$ cat config.mk
export PLATFORM = sky130hd
export DESIGN_NAME = controlador_banco
export DESIGN_NICKNAME = d
export VERILOG_FILES = /design/src/rtl/controlador_banco.sv
export SDC_FILE = /design/constraint.sdc
export NUM_CORES = 1
export LEC_CHECK = 0
export CORE_AREA = 2 2 66 68
export CTS_BUF_LIST = sky130_fd_sc_hd__clkbuf_4 sky130_fd_sc_hd__clkbuf_8
export CTS_CLUSTER_DIAMETER = 200
export DETAILED_ROUTE_END_ITERATION = 10
export DIE_AREA = 0 0 68 70
export PLACE_DENSITY = 0.78
export REMOVE_ABC_BUFFERS = 1
export SLEW_MARGIN = 20
export SYNTH_ARGS = -nofsm -noshare
export SYNTH_HDL_FRONTEND = slang
export SYNTH_SLANG_ARGS = --single-unit
$ cat constraint.sdc
create_clock -name clk -period 2.2 [get_ports clk]
set_input_delay 0.44 -clock clk [delete_from_list [all_inputs] [get_ports clk]]
set_output_delay 0.44 -clock clk [all_outputs]
set_load 0.01 [all_outputs]
$ cat src/rtl/controlador_banco.sv
// -----------------------------------------------------------------------------
// controlador_banco
//   Initiator-side controller for a small register-file port (one write port
//   dr/wrData, two combinational read ports sr1/sr2).  Commands arrive over a
//   valid/ready channel and are sequenced onto the register-file port.  Read
//   results return over a valid/ready response channel.
//
//   Commands (cmd_op): 00 WRITE, 01 READ pair, 10 CLEAR, 11 illegal.
//
//   Optional feature macro: CTRL_BANCO_VERIFY_EN
//     When defined, every WRITE is followed by a one-cycle VERIFY read-back of
//     the written register.  A mismatch sets the sticky output wr_mismatch,
//     which only reset clears.  When undefined, the port does not exist.
//
// Ports
//   clk, reset            clock; asynchronous active-low reset
//   cmd_valid/cmd_ready   command handshake (ready only while idle)
//   cmd_op/a/b/data       command fields, captured on acceptance
//   rsp_valid/rsp_ready   read response handshake
//   rsp_data_a/b          read results, stable while rsp_valid is high
//   op_err                one-cycle pulse when an illegal op is accepted
//   wr_mismatch           sticky write read-back error (VERIFY build only)
//   rf_write/dr/wrData    register-file write port
//   rf_sr1/sr2            register-file read indices
//   rf_rdData1/2          register-file read data (combinational)
// -----------------------------------------------------------------------------
module controlador_banco #(
   parameter int DATA_W = 8,
   parameter int ADDR_W = 2,
   parameter int NREGS  = 4
) (
   input  logic              clk,
   input  logic              reset,
   input  logic              cmd_valid,
   output logic              cmd_ready,
   input  logic [1:0]        cmd_op,
   input  logic [ADDR_W-1:0] cmd_a,
   input  logic [ADDR_W-1:0] cmd_b,
   input  logic [DATA_W-1:0] cmd_data,
   output logic              rsp_valid,
   input  logic              rsp_ready,
   output logic [DATA_W-1:0] rsp_data_a,
   output logic [DATA_W-1:0] rsp_data_b,
   output logic              op_err,
`ifdef CTRL_BANCO_VERIFY_EN
   output logic              wr_mismatch,
`endif
   output logic              rf_write,
   output logic [ADDR_W-1:0] rf_dr,
   output logic [DATA_W-1:0] rf_wrData,
   output logic [ADDR_W-1:0] rf_sr1,
   output logic [ADDR_W-1:0] rf_sr2,
   input  logic [DATA_W-1:0] rf_rdData1,
   input  logic [DATA_W-1:0] rf_rdData2
);

   localparam logic [1:0] OP_WRITE = 2'b00;
   localparam logic [1:0] OP_READ  = 2'b01;
   localparam logic [1:0] OP_CLEAR = 2'b10;

   // Last index visited by CLEAR; the counter never advances past it.
   localparam logic [ADDR_W-1:0] CLR_LAST = ADDR_W'(NREGS - 1);

   typedef enum logic [2:0] {
      ST_IDLE   = 3'd0,
      ST_WRITE  = 3'd1,
      ST_READ   = 3'd2,
      ST_RESP   = 3'd3,
      ST_CLEAR  = 3'd4
`ifdef CTRL_BANCO_VERIFY_EN
      ,
      ST_VERIFY = 3'd5
`endif
   } state_t;

   state_t              state_q,      state_d;
   logic                cmd_ready_q,  cmd_ready_d;
   logic                rsp_valid_q,  rsp_valid_d;
   logic                op_err_q,     op_err_d;
   logic                rf_write_q,   rf_write_d;
   logic [ADDR_W-1:0]   rf_dr_q,      rf_dr_d;
   logic [DATA_W-1:0]   rf_wrdata_q,  rf_wrdata_d;
   logic [ADDR_W-1:0]   rf_sr1_q,     rf_sr1_d;
   logic [ADDR_W-1:0]   rf_sr2_q,     rf_sr2_d;
   logic [DATA_W-1:0]   rsp_data_a_q, rsp_data_a_d;
   logic [DATA_W-1:0]   rsp_data_b_q, rsp_data_b_d;
   logic [ADDR_W-1:0]   clr_cnt_q,    clr_cnt_d;
`ifdef CTRL_BANCO_VERIFY_EN
   logic                wr_mismatch_q, wr_mismatch_d;
`endif

   // Next-state and next-output computation; every output is registered so
   // values below describe what the port shows during the next state.
   always_comb begin
      state_d      = state_q;
      op_err_d     = 1'b0;
      rf_write_d   = 1'b0;
      rf_dr_d      = rf_dr_q;
      rf_wrdata_d  = rf_wrdata_q;
      rf_sr1_d     = rf_sr1_q;
      rf_sr2_d     = rf_sr2_q;
      rsp_data_a_d = rsp_data_a_q;
      rsp_data_b_d = rsp_data_b_q;
      clr_cnt_d    = clr_cnt_q;
`ifdef CTRL_BANCO_VERIFY_EN
      wr_mismatch_d = wr_mismatch_q;
`endif
      case (state_q)
         ST_IDLE: begin
            if (cmd_valid && cmd_ready_q) begin
               // Command fields are captured straight into the port registers.
               case (cmd_op)
                  OP_WRITE: begin
                     state_d     = ST_WRITE;
                     rf_write_d  = 1'b1;
                     rf_dr_d     = cmd_a;
                     rf_wrdata_d = cmd_data;
                  end
                  OP_READ: begin
                     state_d  = ST_READ;
                     rf_sr1_d = cmd_a;
                     rf_sr2_d = cmd_b;
                  end
                  OP_CLEAR: begin
                     state_d     = ST_CLEAR;
                     rf_write_d  = 1'b1;
                     clr_cnt_d   = {ADDR_W{1'b0}};
                     rf_dr_d     = {ADDR_W{1'b0}};
                     rf_wrdata_d = {DATA_W{1'b0}};
                  end
                  default: begin
                     // Illegal op: consumed, flagged, nothing touches the file.
                     state_d  = ST_IDLE;
                     op_err_d = 1'b1;
                  end
               endcase
            end else begin
               state_d = ST_IDLE;
            end
         end
         ST_WRITE: begin
`ifdef CTRL_BANCO_VERIFY_EN
            // Point read port 1 at the register just written.
            state_d  = ST_VERIFY;
            rf_sr1_d = rf_dr_q;
`else
            state_d  = ST_IDLE;
`endif
         end
`ifdef CTRL_BANCO_VERIFY_EN
         ST_VERIFY: begin
            state_d = ST_IDLE;
            if (rf_rdData1 != rf_wrdata_q) begin
               wr_mismatch_d = 1'b1;
            end else begin
               wr_mismatch_d = wr_mismatch_q;
            end
         end
`endif
         ST_READ: begin
            state_d      = ST_RESP;
            rsp_data_a_d = rf_rdData1;
            rsp_data_b_d = rf_rdData2;
         end
         ST_RESP: begin
            if (rsp_ready) begin
               state_d = ST_IDLE;
            end else begin
               state_d = ST_RESP;
            end
         end
         ST_CLEAR: begin
            if (clr_cnt_q == CLR_LAST) begin
               state_d   = ST_IDLE;
               clr_cnt_d = {ADDR_W{1'b0}};
            end else begin
               state_d     = ST_CLEAR;
               clr_cnt_d   = clr_cnt_q + ADDR_W'(1);
               rf_write_d  = 1'b1;
               rf_dr_d     = clr_cnt_q + ADDR_W'(1);
               rf_wrdata_d = {DATA_W{1'b0}};
            end
         end
         default: begin
            state_d = ST_IDLE;
         end
      endcase
      // Handshake flags follow the state being entered.
      cmd_ready_d = (state_d == ST_IDLE);
      rsp_valid_d = (state_d == ST_RESP);
   end

   // FSM state and registered outputs.
   always_ff @(posedge clk or negedge reset) begin
      if (!reset) begin
         state_q       <= ST_IDLE;
         cmd_ready_q   <= 1'b1;
         rsp_valid_q   <= 1'b0;
         op_err_q      <= 1'b0;
         rf_write_q    <= 1'b0;
         rf_dr_q       <= {ADDR_W{1'b0}};
         rf_wrdata_q   <= {DATA_W{1'b0}};
         rf_sr1_q      <= {ADDR_W{1'b0}};
         rf_sr2_q      <= {ADDR_W{1'b0}};
         rsp_data_a_q  <= {DATA_W{1'b0}};
         rsp_data_b_q  <= {DATA_W{1'b0}};
         clr_cnt_q     <= {ADDR_W{1'b0}};
`ifdef CTRL_BANCO_VERIFY_EN
         wr_mismatch_q <= 1'b0;
`endif
      end else begin
         state_q       <= state_d;
         cmd_ready_q   <= cmd_ready_d;
         rsp_valid_q   <= rsp_valid_d;
         op_err_q      <= op_err_d;
         rf_write_q    <= rf_write_d;
         rf_dr_q       <= rf_dr_d;
         rf_wrdata_q   <= rf_wrdata_d;
         rf_sr1_q      <= rf_sr1_d;
         rf_sr2_q      <= rf_sr2_d;
         rsp_data_a_q  <= rsp_data_a_d;
         rsp_data_b_q  <= rsp_data_b_d;
         clr_cnt_q     <= clr_cnt_d;
`ifdef CTRL_BANCO_VERIFY_EN
         wr_mismatch_q <= wr_mismatch_d;
`endif
      end
   end

   assign cmd_ready  = cmd_ready_q;
   assign rsp_valid  = rsp_valid_q;
   assign op_err     = op_err_q;
   assign rf_write   = rf_write_q;
   assign rf_dr      = rf_dr_q;
   assign rf_wrData  = rf_wrdata_q;
   assign rf_sr1     = rf_sr1_q;
   assign rf_sr2     = rf_sr2_q;
   assign rsp_data_a = rsp_data_a_q;
   assign rsp_data_b = rsp_data_b_q;
`ifdef CTRL_BANCO_VERIFY_EN
   assign wr_mismatch = wr_mismatch_q;
`endif

endmodule

# ---- Word-level counts from Yosys, hierarchy flattened
# Index checks and enable logic that the tools add are counted.
dict set report totals {
  register_bits 39
  inputBits 34
  output_inout_bits 34
}
dict set report classes {
  addsub 1
  n_eq_ne 11
  n_mux 24
  reduce_logical 10
}
# operator n
set op_table {}
lappend op_table {{8-bit one-hot mux with 2 select lines} 2}
lappend op_table {{8-bit two-way mux} 2}
lappend op_table {{2-bit two-way mux} 6}
lappend op_table {{2-bit one-hot mux with 2 select lines} 3}
lappend op_table {{3-bit one-hot mux with 4 select lines} 1}
lappend op_table {{3-bit by 2-bit == test with 1-bit output, second input constant} 3}
lappend op_table {{3-bit one-hot mux with 3 select lines} 1}
lappend op_table {{3-bit logical NOT} 2}
lappend op_table {{1-bit two-way mux} 6}
lappend op_table {{3-bit two-way mux} 2}
lappend op_table {{3-bit AND reduction} 2}
lappend op_table {{2-bit == test, second input constant} 2}
lappend op_table {{2-bit inequality test, second input constant} 2}
lappend op_table {{4-bit AND reduction} 1}
lappend op_table {{3-bit == test, second input constant} 1}
lappend op_table {{3-bit by 1-bit inequality test with 1-bit output, second input constant} 1}
lappend op_table {{3-bit OR reduction} 1}
lappend op_table {{2-bit by 1-bit adder with 2-bit output, second input constant} 1}
lappend op_table {{2-bit by 1-bit == test with 1-bit output, second input constant} 1}
lappend op_table {{2-bit logical NOT} 1}
lappend op_table {{2-bit by 1-bit inequality test with 1-bit output, second input constant} 1}
lappend op_table {{1-bit one-hot mux with 2 select lines} 1}
lappend op_table {{2-bit nonzero test} 1}
lappend op_table {{2-bit OR reduction} 1}
lappend op_table {{1-bit logical AND} 1}

# ---- Longest topological paths before layout
dict set report depth {
  ltp_word 5
  ltp_mapped 5
  mapped_depth_nobuf 4
}

# ---- Worst setup path after synthesis
# OpenSTA, ideal clock, no wires.
dict set report synth_timing {
  kind {register to register}
  start {register state_q[1]}
  end {register rf_wrdata_q[0], in the netlist rf_wrData[0]}
  setup_ns 0.125
  arrival_time_ns 1.531
  path_slack_ns 0.543
  path_stages_with_launch 6
  path_buffers 2
  period_less_slack_ns 1.657
  path_cell_list {dfrtp_1 buf_4 or3b_4 o22ai_4 buf_12 mux2_4}
}
dict set report synth_via {
  elab_chain_cells 3
  word_cells_on_any_way 8
}
# element line
set synth_rtl {}
lappend synth_rtl {{from (decl)} 76} ;# state_t state_q, state_d;
lappend synth_rtl {{from (signal assigned)} 212} ;# state_q <= state_d;
lappend synth_rtl {{3-bit == test / 3-bit logical NOT (equally long branches)} 108} ;# case (state_q)
lappend synth_rtl {{2-bit inequality test (no source line), or another cell as far along} -}
lappend synth_rtl {{4-bit AND reduction (no source line)} -}
lappend synth_rtl {{to (signal assigned)} 202} ;# rf_wrdata_q <= {DATA_W{1'b0}};
lappend synth_rtl {{to (signal assigned)} 218} ;# rf_wrdata_q <= rf_wrdata_d;
lappend synth_rtl {{to (decl)} 82} ;# logic [DATA_W-1:0] rf_wrdata_q, rf_wrdata_d;
# Several ways; a longest one is shown, not always the timed one.
# A chain may end at the register's enable or synchronous reset.

# ---- Worst setup path in the final report
dict set report layout_timing {
  start {register cmd_ready_q, in the netlist cmd_ready}
  end {output cmd_ready}
}
# element line
set layout_rtl {}
lappend layout_rtl {{from (decl)} 77} ;# logic cmd_ready_q, cmd_ready_d;
lappend layout_rtl {{from (signal assigned)} 213} ;# cmd_ready_q <= cmd_ready_d;
lappend layout_rtl {{to (decl)} 35} ;# output logic cmd_ready,
# No word-level cell between the ends.

==> flow_summary.toml <==
[flow_run]
max_cap_viol_count = 0

[floorplan]
num_rows = 24
fp.coreArea_um2 = 4140
start_util_pct = 41.2
ios = 68
dieWidth_um = 68
dieArea_um2 = 4760
fp.dieH_um = 70

[critical_path]
timing.rr.start = "state_q[1]"
crit_start = "cmd_ready"
cp_data_required_time_ps = 1760
worstSetupPathType = "register to output pin"
worstSetupStartpointType = "register"
critical_path.cell_chain = "clkdlybuf4s50_1"
crit_buf_inv = 1
reg2reg_slack_ps = 400
crit_arrival_ps = 1400
path_max_fanout = 3
cpMaxStageDelayCell = "dfstp_2"
cp-end-kind = "output pin"
cp_top_family = "flip-flops"
crit-reg2reg-capture = "rf_wrData[7]"
slowest_delay_ps = 560
worst_r2r_path_depth = 4

[logic_synthesis]
ys.flop_type = "dfrtp_1"
mappedNetlistArea_um2 = 1710
yosys_warnings = 0
async_reset_ff_share_pct = 100
synth_seq_cells = 39
synth_edf_count = 0
synthCells = 113
seq_area_frac_synth_pct = 57.3
synth.distinct_cells = 32
avgSynthCellArea_um2 = 15.1

[layout]
syn2layout_area_growth_pct = 47.5
drive_gt1_share_pct = 28.0
nNetsFinal = 220
stdcell_area_um2 = 2520
layout_commonest_cell = "clkdlybuf4s50_1"
final_cell_mix = "clkdlybuf4s50_1 (66), dfrtp_1 (38), mux2_2 (20), and3_1 (8), mux2_4 (8)"
antenna_cells = 0

[placed_design]
gp_congestion = 0.796
port_buffers = 67
pre_cts_slack_ps = 93.4
postPlaceCellArea_um2 = 2420
dp.final_hpwl_mm = 2.70

[route]
drt-pass1-iter-count = 4
vias = 1193
viasPerCell = 5.01
postRouteAntennaNets = 0
routedWlPerCell_um = 15.2
dr.first_iter.drc_count = 52
drt-total-wl_mm = 3.62
drc = 0

[clocking]
cts_tree = "done"
clkTransAtPathRegs_ps = 70
cts_setup_buffers = 0
cts_buffer_depth = 2
clk_latency_ps = 290
ctsHoldBuffers = 0
numCtsBuffers = 5
clkSinkCount = 39
cts_resized = 0
cts_htree_levels = 2
root_buffer = "clkbuf_8"

[timing]
maxSlewHeadroom_pct = 43.5
min_period_ps = 1840
setup_tns_ps = 0
hold_viol_final = 0
max_freq_mhz = 542
whs_ps = 256
tightest_slew_ps = 848
period_share_pct = 83.8
setup_ws_ps = 356
fin_worst_skew_ps = 8.48
report.final.slew_viol_count = 0
setup_viol = 0
rsz0062_at_grt = "no"

[global_route]
grt_first_pass_wirelength_mm = 5.78
grt_pass1_vias = 1219
grt_overflow_total = 0
grt_start_max_net_pins = 40
antenna_found_initial = 0
track_usage_pct = 16.5

[power_and_ir_drop]
peakVddDrop_v = 0.000442
p_per_area_nw_per_um2 = 1390
p_leak_nw = 1.07

[hold_path]
holdCritPathClass = "input pin to asynchronous set/reset pin"

[outcome]
status = "finished clean"
worst max-delay path by stage:
stage	to	depth (start not counted)	slack (ps)
after floorplan	rsp_data_a[0]	3	430
after global placement	rf_sr1[1]	4	150
after detailed placement	rf_sr2[1]	4	90
after CTS	cmd_ready	1	330
after global routing	cmd_ready	1	310
final	cmd_ready	1	360
layer usage:
metal,global-route usage (%),vias to the layer above,wire length (µm)
met5,0,-,0
met4,7.33,0,57
met3,6.44,5,315
met2,26.5,51,1790
met1,19.1,584,1450
li1,-,553,-
final cells by class:
cell class                 instances  area (µm²)
sequential                        39         977
clock inverter                     1        5.00
timing repair buffer              70         701
inverter                           4        15.0
fill                             329        1630
tap                               52        65.1
multi-input combinational         65         663
clock buffer                       7        90.1
metrics by stage:
stage / power (mW) / cells / util, %
after floorplan: 2.15 / 108 / -
after global placement: 2.96 / 230 / 58.4
after detailed placement: 3.03 / 230 / 58.4
after CTS: 3.55 / 238 / 60.7
after global routing: 3.72 / 238 / 60.7
final: 3.49 / 238 / 60.7
kinds of logic after synthesis:
| kind of cell | count (synthesis) | share of synthesized area, % |
|---|---|---|
| DFF | 39 | 57.3 |
| AOI/OAI and AO/OA | 12 | 6.38 |
| adders and majority gates | 1 | 0.734 |
| and+or+nand+nor | 23 | 10.9 |
| buffers and inverters | 9 | 3.81 |
| muxes | 29 | 20.8 |
Yosys cell counts (2+ instances only):
master / instances / area [µm²]
nand2_1: 2 / 7.51
or2_2: 3 / 18.8
nor2_1: 2 / 7.51
and3_1: 8 / 50.1
o21bai_1: 2 / 15.0
buf_4: 2 / 15.0
a21oi_1: 2 / 10.0
mux2_2: 20 / 225
inv_1: 4 / 15.0
dfrtp_1: 38 / 951
a211oi_1: 2 / 15.0
mux2_4: 8 / 120
sequential cells by signal, summed over array words and instances, names as in the netlist:
signal and flops:
rf_sr2 2, rf_write 1, rf_wrData 8, rf_sr1 2, cmd_ready 1, rsp_valid 1, rsp_data_b 8, rsp_data_a 8
clr_cnt_q 2, state_q 3, rf_dr 2, op_err 1
where the power goes:
| group | internal (mW) | switching, mW |
|---|---|---|
| logic | 1.09 | 0.607 |
| registers | 1.07 | 0.225 |
| clock network | 0.265 | 0.236 |
worst reg2reg max path, stage by stage, from the launching register on:
cell,delay [ps]
dfrtp_1,510
or3b_4,530
o22ai_4,180
buf_12,170
mux2_4,300
Power figures use the tool's default switching activity.
==> RTL edit 1, RTL diff (same flow settings) <==
The option `CTRL_BANCO_VERIFY_EN` is turned on by a define.
--- a/src/rtl/controlador_banco.sv
+++ b/src/rtl/controlador_banco.sv
@@ -24,6 +24,8 @@
 //   rf_sr1/sr2            register-file read indices
 //   rf_rdData1/2          register-file read data (combinational)
 // -----------------------------------------------------------------------------
+`define CTRL_BANCO_VERIFY_EN
+
 module controlador_banco #(
    parameter int DATA_W = 8,
    parameter int ADDR_W = 2,
Check against the original RTL (old outputs only; new: wr_mismatch): not equivalent (a bounded check fails within 4 cycles, from zero or initial values and one cycle with reset low).
==> RTL edit 1 against the original RTL <==
Wire length rose by 9.2%; via count rose by 16%; synthesized area rose by 1.5%; setup slack got worse by 0.048 ns; design area rose by 2.4%; sequential cell count rose by 1; power fell by 2.6%; non-clock buffer count rose by 5.
==> RTL edit 1: results (changes against the original RTL) <==
Parameter                              Value

Run status
  Outcome ... complete, no violations

Critical path
  Delay of the slowest critical-path stage ... 0.49 ns (-0.07 ns)
  Endpoint arrival time on the critical path ... 2.07 ns (+0.67 ns)
  Critical-path top delay cell ... sky130_fd_sc_hd__nor4b_4
  Family with the most delay on the worst path ... simple AND/OR/NAND/NOR gates

Logic synthesis
  Leading cell types by count after synthesis ... sky130_fd_sc_hd__dfrtp_1, sky130_fd_sc_hd__nand2_1, sky130_fd_sc_hd__mux2_2, sky130_fd_sc_hd__xor2_1
  Part of the Yosys area used for sequential elements ... 57.9% (+0.62 points)
  Number of distinct library cell variants in the gate-level netlist after synthesis ... 38 (+19%)
  Post-synthesis area per instance ... 12.0 um^2 (-20%)

Pwr
  Net Switching ... 1.15 mW (+7.3%)
  Worst IR drop on VDD ... 607 uV (+37%)
  Switch share ... 33.7% (+3.1 points)
  Static power due to leakage ... 1.12 nW (+4.7%)

Placement
  Cell area reported after detailed placement ... 0.00248 mm^2 (+2.6%)
  Final weighted congestion of routability-driven global placement ... 0.781 (-1.8%)
  Worst setup timing slack at the placement stage ... 0.0200 ns (-0.0734 ns)
  Total half-perimeter wirelength after legalization and detailed placement ... 3.03 mm (+12%)

Finish
  Synth-to-Final Area Change ... 48.9%
  Layout cell share with drive strength beyond 1 ... 17.2% (-11 points)
  Multi-input comb cells ... 94 (+45%)
  Reg area ... 0.00100 mm^2 (+2.6%)
  Count of nets after finishing ... 255 (+16%)
  Number of clock buffers in the layout ... 6 (-1)
  Fill cells ... 358 (+8.8%)
  Share of the final layout cell area in multi-input gates ... 26.1% (-0.23 points)

GRT
  Vias in the first global route ... 1291 (+5.9%)
  Met3 global-route usage ... 4.99% (-1.4 points)
  GR Layer Usage met2 ... 27.8% (+1.3 points)
  Global-route track usage on met1 ... 22.7% (+3.6 points)
  Maximum number of pins on one net before global-route repair ... 28 (-30%)

STA
  Final clock skew ... 0.00395 ns (-0.00453 ns)
  Actual slew at the worst max-slew pin ... 0.576 ns (-0.272 ns)

Route
  Total iterations of the first detailed-routing run ... 6 (+2)
  Vias after detailed routing ... 1382 (+16%)
  Sum of met2 wire segment lengths after detailed routing ... 1.95 mm (+8.8%)
  Iteration-0 DRC Markers ... 94 (+81%)
  Length of routed wiring on met1 ... 1.71 mm (+18%)
  Ratio of routed vias to standard cells ... 5.06 (+0.99%)

Clock tree
  TritonCTS sink count ... 40 (+2.6%)
[RTL edit 1: changes by cell type in the layout (fill, tap and decap cells not counted), moves of 4 or more]
| cell | unedited run | this run |
|---|---|---|
| sky130_fd_sc_hd__nand2_1 | 2 | 25 |
| sky130_fd_sc_hd__and3_1 | 8 | 0 |
| sky130_fd_sc_hd__mux2_4 | 8 | 0 |
| sky130_fd_sc_hd__xor2_1 | 0 | 8 |
| sky130_fd_sc_hd__o21ai_1 | 0 | 6 |
| sky130_fd_sc_hd__buf_4 | 2 | 7 |
| sky130_fd_sc_hd__nor2_1 | 2 | 6 |
| sky130_fd_sc_hd__o21ai_0 | 0 | 4 |
[RTL edit 1: cells by family (layout without fill, tap and decap cells)]
| logic type | Yosys count | count (layout) | synth area share [%] |
|---|---|---|---|
| buf+inv | 10 | 87 | 3.18 |
| fa+ha+maj | 1 | 1 | 0.723 |
| xor+xnor | 8 | 8 | 4.05 |
| compound gates | 23 | 23 | 9.11 |
| flops | 40 | 40 | 57.9 |
| mux | 19 | 19 | 12.3 |
| simple gates | 43 | 43 | 12.7 |
[RTL edit 1: worst register-to-register path, delay by kind of cell (launching register included)]
| family | cells | cell delay [ns] |
|---|---|---|
| multiplexers | 1 | 0.38 |
| AND/OR/NAND/NOR | 2 | 0.91 |
| flip-flops | 1 | 0.46 |
[RTL edit 1: final timing paths]
path                             start          end  slack [ns]  cells after the start
max reg2reg                 state_q[0]    rf_sr2[1]        0.33                      3
max                          cmd_valid    rf_sr2[1]        0.31                      4
max in group asynchronous        reset    cmd_ready        1.45                      2
min in group clk           wr_mismatch  wr_mismatch        0.47                      1
min                              reset  wr_mismatch        0.15                      1
min reg2reg                wr_mismatch  wr_mismatch        0.47                      1
==> RTL edit 2, RTL diff (same settings) <==
Made on the original files. Re-encode `state_t` (5 states) as one-hot, 5 bits wide.
--- a/src/rtl/controlador_banco.sv
+++ b/src/rtl/controlador_banco.sv
@@ -61,12 +61,12 @@
    // Last index visited by CLEAR; the counter never advances past it.
    localparam logic [ADDR_W-1:0] CLR_LAST = ADDR_W'(NREGS - 1);
 
-   typedef enum logic [2:0] {
-      ST_IDLE   = 3'd0,
-      ST_WRITE  = 3'd1,
-      ST_READ   = 3'd2,
-      ST_RESP   = 3'd3,
-      ST_CLEAR  = 3'd4
+   typedef enum logic [4:0] {
+      ST_IDLE   = 5'b00001,
+      ST_WRITE  = 5'b00010,
+      ST_READ   = 5'b00100,
+      ST_RESP   = 5'b01000,
+      ST_CLEAR  = 5'b10000
 `ifdef CTRL_BANCO_VERIFY_EN
       ,
       ST_VERIFY = 3'd5
Check against the original RTL: same outputs for any inputs over 10 cycles, from zero or initial values and one cycle with reset low; not proved beyond that.
==> RTL edit 2 against the original RTL <==
Setup slack got worse by 0.0015 ns; first-iteration DRC count grew 96%; global-route usage up 0.52 points; power shrank 7.4%; synthesized area up 1.8%; wire length grew 4.1%; design area grew 2.9%; die area did not move; register-to-register slack gained 0.04 ns; combinational power decreased by 20%; sequential cell count up 2.
==> RTL edit 2: results (changes against the original RTL) <==
Parameter                              Value

Logic synthesis
  Multiplexer share of the synthesized area ... 15.4% (-5.4 points)
  Share of the synthesized area in compound gates (AO/OA/AOI/OAI) ... 6.12% (-0.26 points)
  Total of warnings raised by yosys ... 0 (unchanged)
  Post-synthesis share of cell area spent on full adders, half adders and majority gates ... 0.720% (-0.013 points)
  Leading cell types by count after synthesis ... sky130_fd_sc_hd__dfrtp_1, sky130_fd_sc_hd__mux2_2, sky130_fd_sc_hd__inv_1, sky130_fd_sc_hd__o21ai_0, sky130_fd_sc_hd__nand4_1
  Number of flops mapped to enable cells by yosys ... 0 (unchanged)
  Part of the Yosys area used for sequential elements ... 59.2% (+1.9 points)
  Top cells by area in the synthesized netlist ... sky130_fd_sc_hd__dfrtp_1, sky130_fd_sc_hd__mux2_2, sky130_fd_sc_hd__nand4_1
  Number of distinct library cell variants in the gate-level netlist after synthesis ... 30 (-6.3%)

Finish
  Count of nets after finishing ... 243 (+10%)
  Layout cell share with drive strength beyond 1 ... 21.5% (-6.4 points)

Pwr
  Worst IR drop on VDD ... 673 uV (+52%)
  Pint ... 2.25 mW (-7.2%)

STA
  Final clock skew ... 0.0102 ns (+0.00168 ns)
  Headroom to the max-slew limit ... 41.6% (-1.8 points)

Critical path
  Family with the most delay on the worst path ... flip-flops
  Largest driver fanout on the critical path ... 4 (+1)
  Endpoint arrival time on the critical path ... 1.41 ns

GRT
  Tot GR Track Use ... 17.0% (+0.52 points)
  Maximum number of pins on one net before global-route repair ... 42 (+5.0%)
  Vias in the first global route ... 1415 (+16%)
  Wire length of the first global-routing pass ... 6.04 mm (+4.5%)

Route
  Iteration-0 DRC Markers ... 102 (+96%)
  Routed len/inst ... 14.4 um (-5.0%)
  Ratio of routed vias to standard cells ... 5.11 (+2.0%)

Run status
  Outcome ... complete, no violations

Placement
  Cell area reported after detailed placement ... 0.00247 mm^2 (+2.2%)
  Total half-perimeter wirelength after legalization and detailed placement ... 2.89 mm (+7.3%)
[RTL edit 2: cell count changes in the layout (fill, tap and decap cells not counted), moves of 3 or more]
cell	before	now
sky130_fd_sc_hd__nand3_1	0	5
sky130_fd_sc_hd__mux2_4	8	0
sky130_fd_sc_hd__and3_1	8	1
sky130_fd_sc_hd__buf_4	2	5
sky130_fd_sc_hd__or2_2	3	0
sky130_fd_sc_hd__o21ai_0	0	11
sky130_fd_sc_hd__nand4_1	0	10
sky130_fd_sc_hd__inv_1	4	12
sky130_fd_sc_hd__nor3_1	1	4
[RTL edit 2: worst paths after layout]
path,end,slack (ns),from
max reg2reg,rf_sr1[0],0.44,state_q[4]
min,rf_wrData[0],0.26,reset
max in group asynchronous,clr_cnt_q[0],1.40,reset
max,cmd_ready,0.35,cmd_ready
min in group clk,rsp_data_a[3],0.51,rsp_data_a[3]
min reg2reg,rsp_data_a[3],0.51,rsp_data_a[3]
[RTL edit 2: layer usage]
layer  vias to the layer above  routed length, um  global-route usage, %
li1                        625                  -                      -
met1                       643               1420                   18.3
met2                        63               1950                   29.1
met3                         4                376                   7.73
met4                         0                 21                   5.33
met5                         -                  0                      0
[RTL edit 2: kinds of logic (layout without fill, tap and decap cells)]
kind of cell / count (synthesis) / in the layout
simple gates: 34 / 34
fa+ha+maj: 1 / 1
mux: 24 / 24
buf+inv: 17 / 92
flops: 41 / 41
compound gates: 17 / 17
[RTL edit 2: power by group through the flow]
stage          logic (mW)  clock network (mW)  registers (mW)
2_1_floorplan       0.461                   0            1.41
3_3_place_gp         1.34                   0            1.26
3_5_place_dp         1.37                   0            1.29
4_1_cts              1.38               0.626            1.28
5_1_grt              1.47               0.659            1.31
6_report             1.36               0.597            1.27
[RTL edit 2: final cells by class]
class,count,share of cell area [%]
Sequential cell,41,39.7
Timing Repair Buffer,72,27.2
Multi-Input combinational cell,76,24.4
Clock buffer,5,2.66
Tap cell,52,2.51
Clock inverter,3,1.79
Inverter,12,1.74
[RTL edit 2: through the flow]
stage	setup WS (ns)	instances	hold WS (ns)	utilization, %
finish	0.354	261	0.262	62.5
global route	0.307	261	0.325	62.5
CTS	0.333	261	0.278	62.5
detailed placement	0.151	253	0.494	59.7
global placement	0.264	253	0.487	59.7
floorplan	0.402	129	0.144	-
